==> config.mk <==
export PLATFORM = sky130hd
export DESIGN_NAME = serial_subtractor
export DESIGN_NICKNAME = d
export VERILOG_FILES = /design/src/rtl/serial_subtractor.sv
export SDC_FILE = /design/constraint.sdc
export NUM_CORES = 1
export LEC_CHECK = 0
export BUFFER_PORTS_ARGS = -buffer_cell sky130_fd_sc_hd__buf_2
export CAP_MARGIN = 20
export CORE_MARGIN = 4
export CORE_UTILIZATION = 50
export DETAILED_ROUTE_END_ITERATION = 10
export PLACE_DENSITY = 0.72
export SLEW_MARGIN = 20
export SYNTH_ARGS = -nofsm -noshare
export SYNTH_HDL_FRONTEND = slang
export SYNTH_SLANG_ARGS = --single-unit
==> constraint.sdc <==
create_clock -name clk -period 6.4 [get_ports clk]
set_input_delay 1.28 -clock clk [delete_from_list [all_inputs] [get_ports clk]]
set_output_delay 1.28 -clock clk [all_outputs]
set_load 0.005 [all_outputs]
==> src/rtl/serial_subtractor.sv <==
// Bit-serial two's-complement subtractor (diff = a - b - bin), LSB first, one bit per clock.
// Optional signed-overflow flag and its MSB capture enabled by defining SERIAL_SUB_OVF_EN.
//
// state  | meaning
// -------+------------------------------------------------------------
// S_IDLE | ready for a new operation; start captures a/b/bin
// S_RUN  | one subtract bit per clock; down-counter tracks bits left
// S_DONE | result valid and held until ack
module serial_subtractor #(
   parameter int WIDTH = 32
) (
   input  logic             clk,
   input  logic             rst,
   input  logic             start,
   input  logic [WIDTH-1:0] a,
   input  logic [WIDTH-1:0] b,
   input  logic             bin,
   input  logic             ack,
   output logic             ready,
   output logic             busy,
   output logic             valid,
   output logic [WIDTH-1:0] diff,
   output logic             bout
`ifdef SERIAL_SUB_OVF_EN
   ,
   output logic             ovf
`endif
);

   localparam int            CW       = (WIDTH > 1) ? $clog2(WIDTH) : 1;
   localparam logic [CW-1:0] CNT_LOAD = CW'(WIDTH - 1);

   typedef enum logic [1:0] {S_IDLE, S_RUN, S_DONE} state_t;

   state_t           state, state_nxt;
   logic [CW-1:0]    cnt;
   logic [WIDTH-1:0] sa, sb, sd, sd_nxt;
   logic             br, br_nxt, d, last;

   assign d      = sa[0] ^ sb[0] ^ br;
   assign br_nxt = (~sa[0] & sb[0]) | (~(sa[0] ^ sb[0]) & br);
   assign last   = (cnt == '0);

   generate
      if (WIDTH == 1) begin : g_sd_w1
         assign sd_nxt = d;
      end else begin : g_sd_wn
         assign sd_nxt = {d, sd[WIDTH-1:1]};
      end
   endgenerate

   assign ready = (state == S_IDLE);
   assign busy  = (state == S_RUN);
   assign valid = (state == S_DONE);

   always_comb begin
      state_nxt = state;
      case (state)
         S_IDLE:  if (start) state_nxt = S_RUN;
         S_RUN:   if (last)  state_nxt = S_DONE;
         S_DONE:  if (ack)   state_nxt = S_IDLE;
         default: state_nxt = S_IDLE;
      endcase
   end

   always_ff @(posedge clk or posedge rst) begin
      if (rst) state <= S_IDLE;
      else     state <= state_nxt;
   end

`ifdef SERIAL_SUB_OVF_EN
   logic a_msb, b_msb;

   always_ff @(posedge clk or posedge rst) begin
      if (rst) begin
         a_msb <= 1'b0;
         b_msb <= 1'b0;
         ovf   <= 1'b0;
      end else if (state == S_IDLE && start) begin
         a_msb <= a[WIDTH-1];
         b_msb <= b[WIDTH-1];
      end else if (state == S_RUN && last) begin
         // d on the final bit is the result MSB
         ovf <= (a_msb ^ b_msb) & (a_msb ^ d);
      end
   end
`endif

   always_ff @(posedge clk or posedge rst) begin
      if (rst) begin
         sa   <= '0;
         sb   <= '0;
         sd   <= '0;
         br   <= 1'b0;
         cnt  <= '0;
         diff <= '0;
         bout <= 1'b0;
      end else begin
         case (state)
            S_IDLE: begin
               if (start) begin
                  sa  <= a;
                  sb  <= b;
                  br  <= bin;
                  cnt <= CNT_LOAD;
               end
            end
            S_RUN: begin
               br  <= br_nxt;
               sd  <= sd_nxt;
               sa  <= sa >> 1;
               sb  <= sb >> 1;
               cnt <= cnt - 1'b1;
               if (last) begin
                  diff <= sd_nxt;
                  bout <= br_nxt;
               end
            end
            default: ;
         endcase
      end
   end

endmodule
==> qor.yml, run 1 <==
vias_per_cell: 5.60
syn_area_um2: 6110
place_congestion: 0.764
clock.fmax_mhz: 247
numCtsBuffers: 17
grt-ovfl-total: 0
dpl.hpwl_um: 7990
syn-mean-instance-area_um2: 10.2
cp_data_required_time_ps: 5120
diodes: 0
grt_max_degree: 99
path_common_cell: "buf_4"
htree_levels: 4
p_comb_frac: 0.256
synth_top_cell_area_share: 0.557
postSynthCellCount: 602
port_buffers: 104
syn-num-nets: 673
antenna_found_initial: 1
powerDensity_nw_per_um2: 446
yosysSeqAreaShare: 0.557
totalWireLength_um: 13300
min_to: "diff[1]$_DFFE_PP0P_"
worst-path-buf-inv: 4
die_area_um2: 14100
fillers: 1030
drive_above_1_share: 0.257
start_util: 0.509
crit_chain: "buf_4 -> nand2b_4 -> clkinv_2 -> buf_4 -> buf_2"
syn2layout_area_growth_pct: 18.8
report.final.slew_viol_count: 0
ys.flop_type: "dfrtp_1"
ys_warn_count: 0
fin_setup_tns_ps: 0
worstPathArrival_ps: 2770
post-synth-top-count-cell: "dfrtp_1"
hold_viol: 0
critPathMaxFanout: 98
r2r-end: "sb[3]$_DFFE_PP0P_"
p_total_mw: 3.24
grt_pass1_wl_um: 22800
grtUsageTotal: 0.198
slew_headroom: 0.325
path_clk_slew_ps: 60
clk-insertion-delay-late_ps: 420
cpPeakStageDelay_ps: 760
cts_setup_buffers: 0
switchingPower_mw: 1.03
pin_count: 105
nets: 756
r2r-start: "state[1]$_DFFE_PP0P_"
switching_share: 0.320
layout.cells.non_filler: 844
reg2reg_slack_ps: 3820
worst_pin_slew_ps: 1010
fin_crit_ps: 4050
pwr-share-clk: 0.301
max-vdd-ir-drop_uv: 193
cap_violations: 0
first_global_vias: 4719
worst_hold_slack_ps: 484
leakagePower_nw: 3.50
rows: 40
cts-root-buf: "clkbuf_16"
cts_tree: "done"
status: "completed"
power_frac_seq: 0.443
core_um2: 12000
slowest_stage: "buf_4"
hold_depth: 1
holdBufCountCts: 0
hp-start: "diff[1]$_DFFE_PP0P_"
path_class: "flip-flop to primary output"
wl_per_cell_um: 15.8
ys_ff_latch: 136
setup_violations: 0
clockBufferDepth: 2
synth.largest_area_cell: "dfrtp_1"
synth_edf_count: 0
critPathTopFamily: "buffers and inverters"
num_vias: 4728
place_inst: 813
cts_resized: 0
yosys-top-cells-count: "dfrtp_1, nand2_1, o21ai_0, nor2b_1, a21oi_1"
cts.sinks: 136
first_iter_violations: 450
min_period_over_period: 0.633
dieWidth_um: 119
worstHoldPathType: "flip-flop to flip-flop"
synthTopCellsByArea: "dfrtp_1, a22oi_1, nor2b_1"
clock_skew_ps: 5.58
reg2reg_depth: 6
remaining_drc_errors: 0
startpoint_type: "flip-flop"
die_height_um: 119
dr.pass1.iters: 4
cp-end-kind: "primary output"
async_flop_share: 1.00
ant_nets: 0
internal_power_mw: 2.20
synth_cell_types: 30
rsz0062_at_grt: "false"
-- power by group through the flow --
stage          registers (mW)  logic, mW  clock network [mW]
4_1_cts                  1.43      0.845               0.992
5_1_grt                  1.48      0.951                1.03
6_report                 1.43      0.829               0.974
3_3_place_gp             1.42      0.794                   0
3_5_place_dp             1.44      0.839                   0
2_1_floorplan            1.38      0.620                   0
-- state kept, by name (all words and copies together), names as in the netlist --
register  flops
diff         32
sa           32
sb           32
sd           31
cnt           5
state         2
bout          1
br            1
-- per-stage QoR --
step / setup WS, ps / utilization / instance area, um^2
after global routing: 2200 / 0.604 / 7260
after detailed placement: 2820 / 0.555 / 6670
after global placement: 2860 / 0.555 / 6670
after CTS: 2370 / 0.604 / 7260
final: 2350 / 0.604 / 7260
after floorplan: 1480 / - / 6110
-- worst register-to-register path, stage by stage (launching register included) --
cell and delay [ps]:
dfrtp_2 350, buf_4 590, nand2b_4 530, clkinv_2 80, buf_4 420, a22oi_1 350, o21ai_0 120
-- layout by cell type, fill, tap and decap left out, drive strengths merged --
master    instances
nor2b            66
o21ai            67
nand2b            3
a31oi             2
o21ba             1
clkbuf           18
mux2i             1
buf             111
clkinv            8
o22ai             2
bufinv            3
ha                1
fa                1
a2bb2oi           3
inv               7
clkinvlp          3
dfrtp           136
nand3b            1
a21o              1
a21oi            65
nor3              1
nand2            96
nor2              3
a21boi            1
a22oi            62
nor3b             2
mux2             32
-- area by class of cell --
cell class	instances	area (um^2)	share of cell area
clock buffer	18	439	0.0605
clock inverter	13	155	0.0214
inverter	8	36.3	0.00500
multi-input combinational	411	2470	0.340
sequential	136	3410	0.469
tap	147	184	0.0253
timing repair buffer	111	573	0.0789
-- per-layer routing --
| layer | GRT usage | up-vias | share of wire |
|---|---|---|---|
| met2 | 0.301 | 144 | 0.47 |
| li1 | - | 2255 | - |
| met4 | 0.0782 | 2 | 0.020 |
| met1 | 0.271 | 2300 | 0.45 |
| met5 | 0 | - | 0.00060 |
| met3 | 0.0536 | 27 | 0.060 |
-- cells by family after synthesis --
logic type      after synthesis  synth area share
simple gates                172             0.140
buf+inv                      55            0.0409
compound gates              204             0.197
fa+ha+maj                     2           0.00532
mux                          33            0.0606
flops                       136             0.557
-- worst max-delay path by stage --
stage	slack [ps]	cells after the start	to	startpoint
global placement	2860	5	busy	state[1]$_DFFE_PP0P_
detailed placement	2820	5	busy	state[1]$_DFFE_PP0P_
CTS	2370	5	busy	state[1]$_DFFE_PP0P_
global route	2200	5	busy	state[1]$_DFFE_PP0P_
finish	2350	5	busy	state[1]$_DFFE_PP0P_
floorplan	1480	1	bout$_DFFE_PP0P_	rst
No activity file was read; power rests on OpenSTA's default activity.
==> inputs of run 2 (changes only) <==
- ABC_AREA: not set -> 1
- PLACE_DENSITY: 0.72 -> 0.76
- clock period: 6.4 -> 3.45 ns (I/O delays scaled with it)
==> run 2 against run 1 <==
  * Power up 89%
  * Final cell count is 8.4% higher
  * Non-clock buffer count is the same
  * Clock-buffer cell count up 5
  * Global-route usage about the same
  * Sequential cell count did not move
  * Die area shrank 4.0%
  * Sequential share of layout area is 2.5 points higher
  * Clock skew up 1.2 ps
  * Sequential power is 84% higher
  * Clock power increased by 70%
  * Combinational power is 120% higher
  * Critical endpoint unchanged
==> qor.yml, run 2 <==
status: "completed"
ant_nets: 0  # unchanged
dpl.hpwl_um: 7860  # -1.7%
reg_top3: "diff (32), sa (32), sb (32)"
drive_above_1_share: 0.194  # -0.0625
clockBufferDepth: 2  # unchanged
layout_commonest_cell: "nand2_1"
yosys-top-cells-count: "nand2_1, dfrtp_1, nand3_1, nand4_1, buf_2"
clock_skew_ps: 6.83  # +1.25 ps
fin_setup_tns_ps: 0  # unchanged
worst-path-buf-inv: 3  # -1
reg2reg_slack_ps: 1270  # -2550 ps
first_iter_violations: 476  # +5.8%
grt_max_degree: 99  # unchanged
fin_crit_ps: 2430
synth.largest_area_cell: "dfrtp_1"
worstPathArrival_ps: 1740  # -1030 ps
nets: 830  # +9.8%
core_um2: 11400  # -4.9%
dieWidth_um: 116  # -2.0%
syn2layout_area_growth_pct: 17.7
syn-mean-instance-area_um2: 8.65  # -15%
cap_violations: 0  # unchanged
remaining_drc_errors: 0  # unchanged
syn_area_um2: 5850  # -4.3%
cp-end-kind: "primary output"
post-route-util: 0.603  # -0.00148
ys_warn_count: 0  # unchanged
grtUsageTotal: 0.198  # about the same
place_area_um2: 6340  # -4.9%
diodes: 0  # unchanged
ys.flop_type: "dfrtp_1"
wl_per_cell_um: 13.7  # -13%
pin_count: 105  # unchanged
critPathTopFamily: "buffers and inverters"
reg2reg_depth: 3  # -3
synth_cell_types: 24  # -20%
start_util: 0.512  # +0.00342
cts_setup_buffers: 0  # unchanged
cts.sinks: 136  # unchanged
totalWireLength_um: 12500  # -5.8%
place_inst: 883  # +8.6%
cp.depth: 4  # -1
grt-ovfl-total: 0  # unchanged
final_cell_mix: "nand2_1, dfrtp_1, nand3_1"
leakagePower_nw: 3.70  # +5.7%
crit_start: "state[1]$_DFFE_PP0P_"
cpPeakStageDelay_ps: 510  # -250 ps
num_vias: 4858  # +2.7%
startpoint_type: "flip-flop"
cp_data_required_time_ps: 2760  # -2360 ps
clock.fmax_mhz: 411
place_congestion: 0.792  # +3.6%
cts_resized: 0  # unchanged
numCtsBuffers: 17  # unchanged
crit_chain: "inv_2 -> nand2_4 -> inv_4 -> buf_2"
r2r-start: "cnt[4]$_DFFE_PP0P_"
hold_viol: 0  # unchanged
fin_area_um2: 6890  # -5.2%
grt_pass1_wl_um: 21100  # -7.5%
setup_slack_ps: 1020  # -1340 ps
dr.pass1.iters: 5  # +1
async_flop_share: 1.00  # unchanged
syn-num-nets: 747  # +11%
yosysSeqAreaShare: 0.582  # +0.0250
pre_cts_ws_ps: 1240  # -1580 ps
synth_edf_count: 0  # unchanged
rows: 39  # -2.5%
slew_headroom: 0.345  # +0.0199
cts_tree: "done"
min_period_over_period: 0.706
worst_pin_slew_ps: 981  # -31.3 ps
worstHoldPathType: "input pin to async pin"
path_clk_slew_ps: 60  # about the same
antenna_found_initial: 0  # -1
max-vdd-ir-drop_uv: 455  # +140%
report.final.slew_viol_count: 0  # unchanged
critPathMaxFanout: 72  # -27%
postSynthCellCount: 676  # +12%
clk-insertion-delay-late_ps: 410  # about the same
slowest_stage: "inv_4"
die_area_um2: 13500  # -4.0%
cts-root-buf: "clkbuf_16"
path_class: "flip-flop to primary output"
die_height_um: 116  # -2.0%
htree_levels: 4  # unchanged
holdBufCountCts: 0  # unchanged
r2r-end: "state[1]$_DFFE_PP0P_"
ys_ff_latch: 136  # unchanged
vias_per_cell: 5.31  # -5.2%
synth_top_cell_area_share: 0.582  # +0.0250
post-synth-top-count-cell: "nand2_1"
rsz0062_at_grt: "false"
setup_violations: 0  # unchanged
synthTopCellsByArea: "dfrtp_1, nand2_1, nand3_1"
port_buffers: 104  # unchanged
layout.cells.non_filler: 915  # +8.4%
first_global_vias: 4453  # -5.6%
powerDensity_nw_per_um2: 887  # +99%
==> run 2: cell count changes in the layout (fill, tap and decap cells not counted), moves of 28 or more <==
cell | previous run | this run
nand2_1 | 96 | 297
nand3_1 | 0 | 130
nor2b_1 | 65 | 0
a21oi_1 | 65 | 1
o21ai_0 | 67 | 3
a22oi_1 | 62 | 0
nand4_1 | 0 | 33
mux2_2 | 28 | 0
==> run 2: cell type report <==
type                            count  area (um^2)
Fill cell                        1018         4530
Sequential cell                   136         3400
Multi-Input combinational cell    479         2120
Timing Repair Buffer              111          586
Clock buffer                       23          468
Tap cell                          143          179
Clock inverter                      9         75.1
Inverter                           14         58.8
==> run 2: cell families (layout without fill, tap and decap cells) <==
group	count (synthesis)	after routing	synth area share
compound gates	7	7	0.00599
simple gates	470	470	0.350
buf+inv	61	157	0.0571
flops	136	136	0.582
fa+ha+maj	2	2	0.00556
==> run 2: how the worst max path moves through the flow <==
stage | to | slack [ps]
after floorplan | bout$_DFFE_PP0P_ | 1070
after global placement | sa[14]$_DFFE_PP0P_ | 1280
after detailed placement | sa[18]$_DFFE_PP0P_ | 1240
after CTS | busy | 980
after global routing | busy | 890
final | busy | 1020
==> run 2: where the power goes <==
group | switching (mW) | total [mW] | internal [mW]
Sequential | 0.389 | 2.63 | 2.24
Clock | 0.642 | 1.66 | 1.02
Combinational | 1.18 | 1.81 | 0.626
Total | 2.22 | 6.11 | 3.89
==> run 2: stage by stage <==
| step | hold WS [ps] | total power [mW] |
|---|---|---|
| 2_1_floorplan | 449 | 4.03 |
| 3_3_place_gp | 449 | 4.38 |
| 3_5_place_dp | 453 | 4.49 |
| 4_1_cts | 375 | 6.18 |
| 5_1_grt | 411 | 6.60 |
| 6_report | 363 | 6.11 |
==> run 2: layer usage <==
layer | wire length [um] | GRT usage | vias up
met4 | 174 | 0.0719 | 0
met5 | 0 | 0 | -
met2 | 5930 | 0.301 | 146
met3 | 783 | 0.0549 | 15
li1 | - | - | 2364
met1 | 5650 | 0.275 | 2333
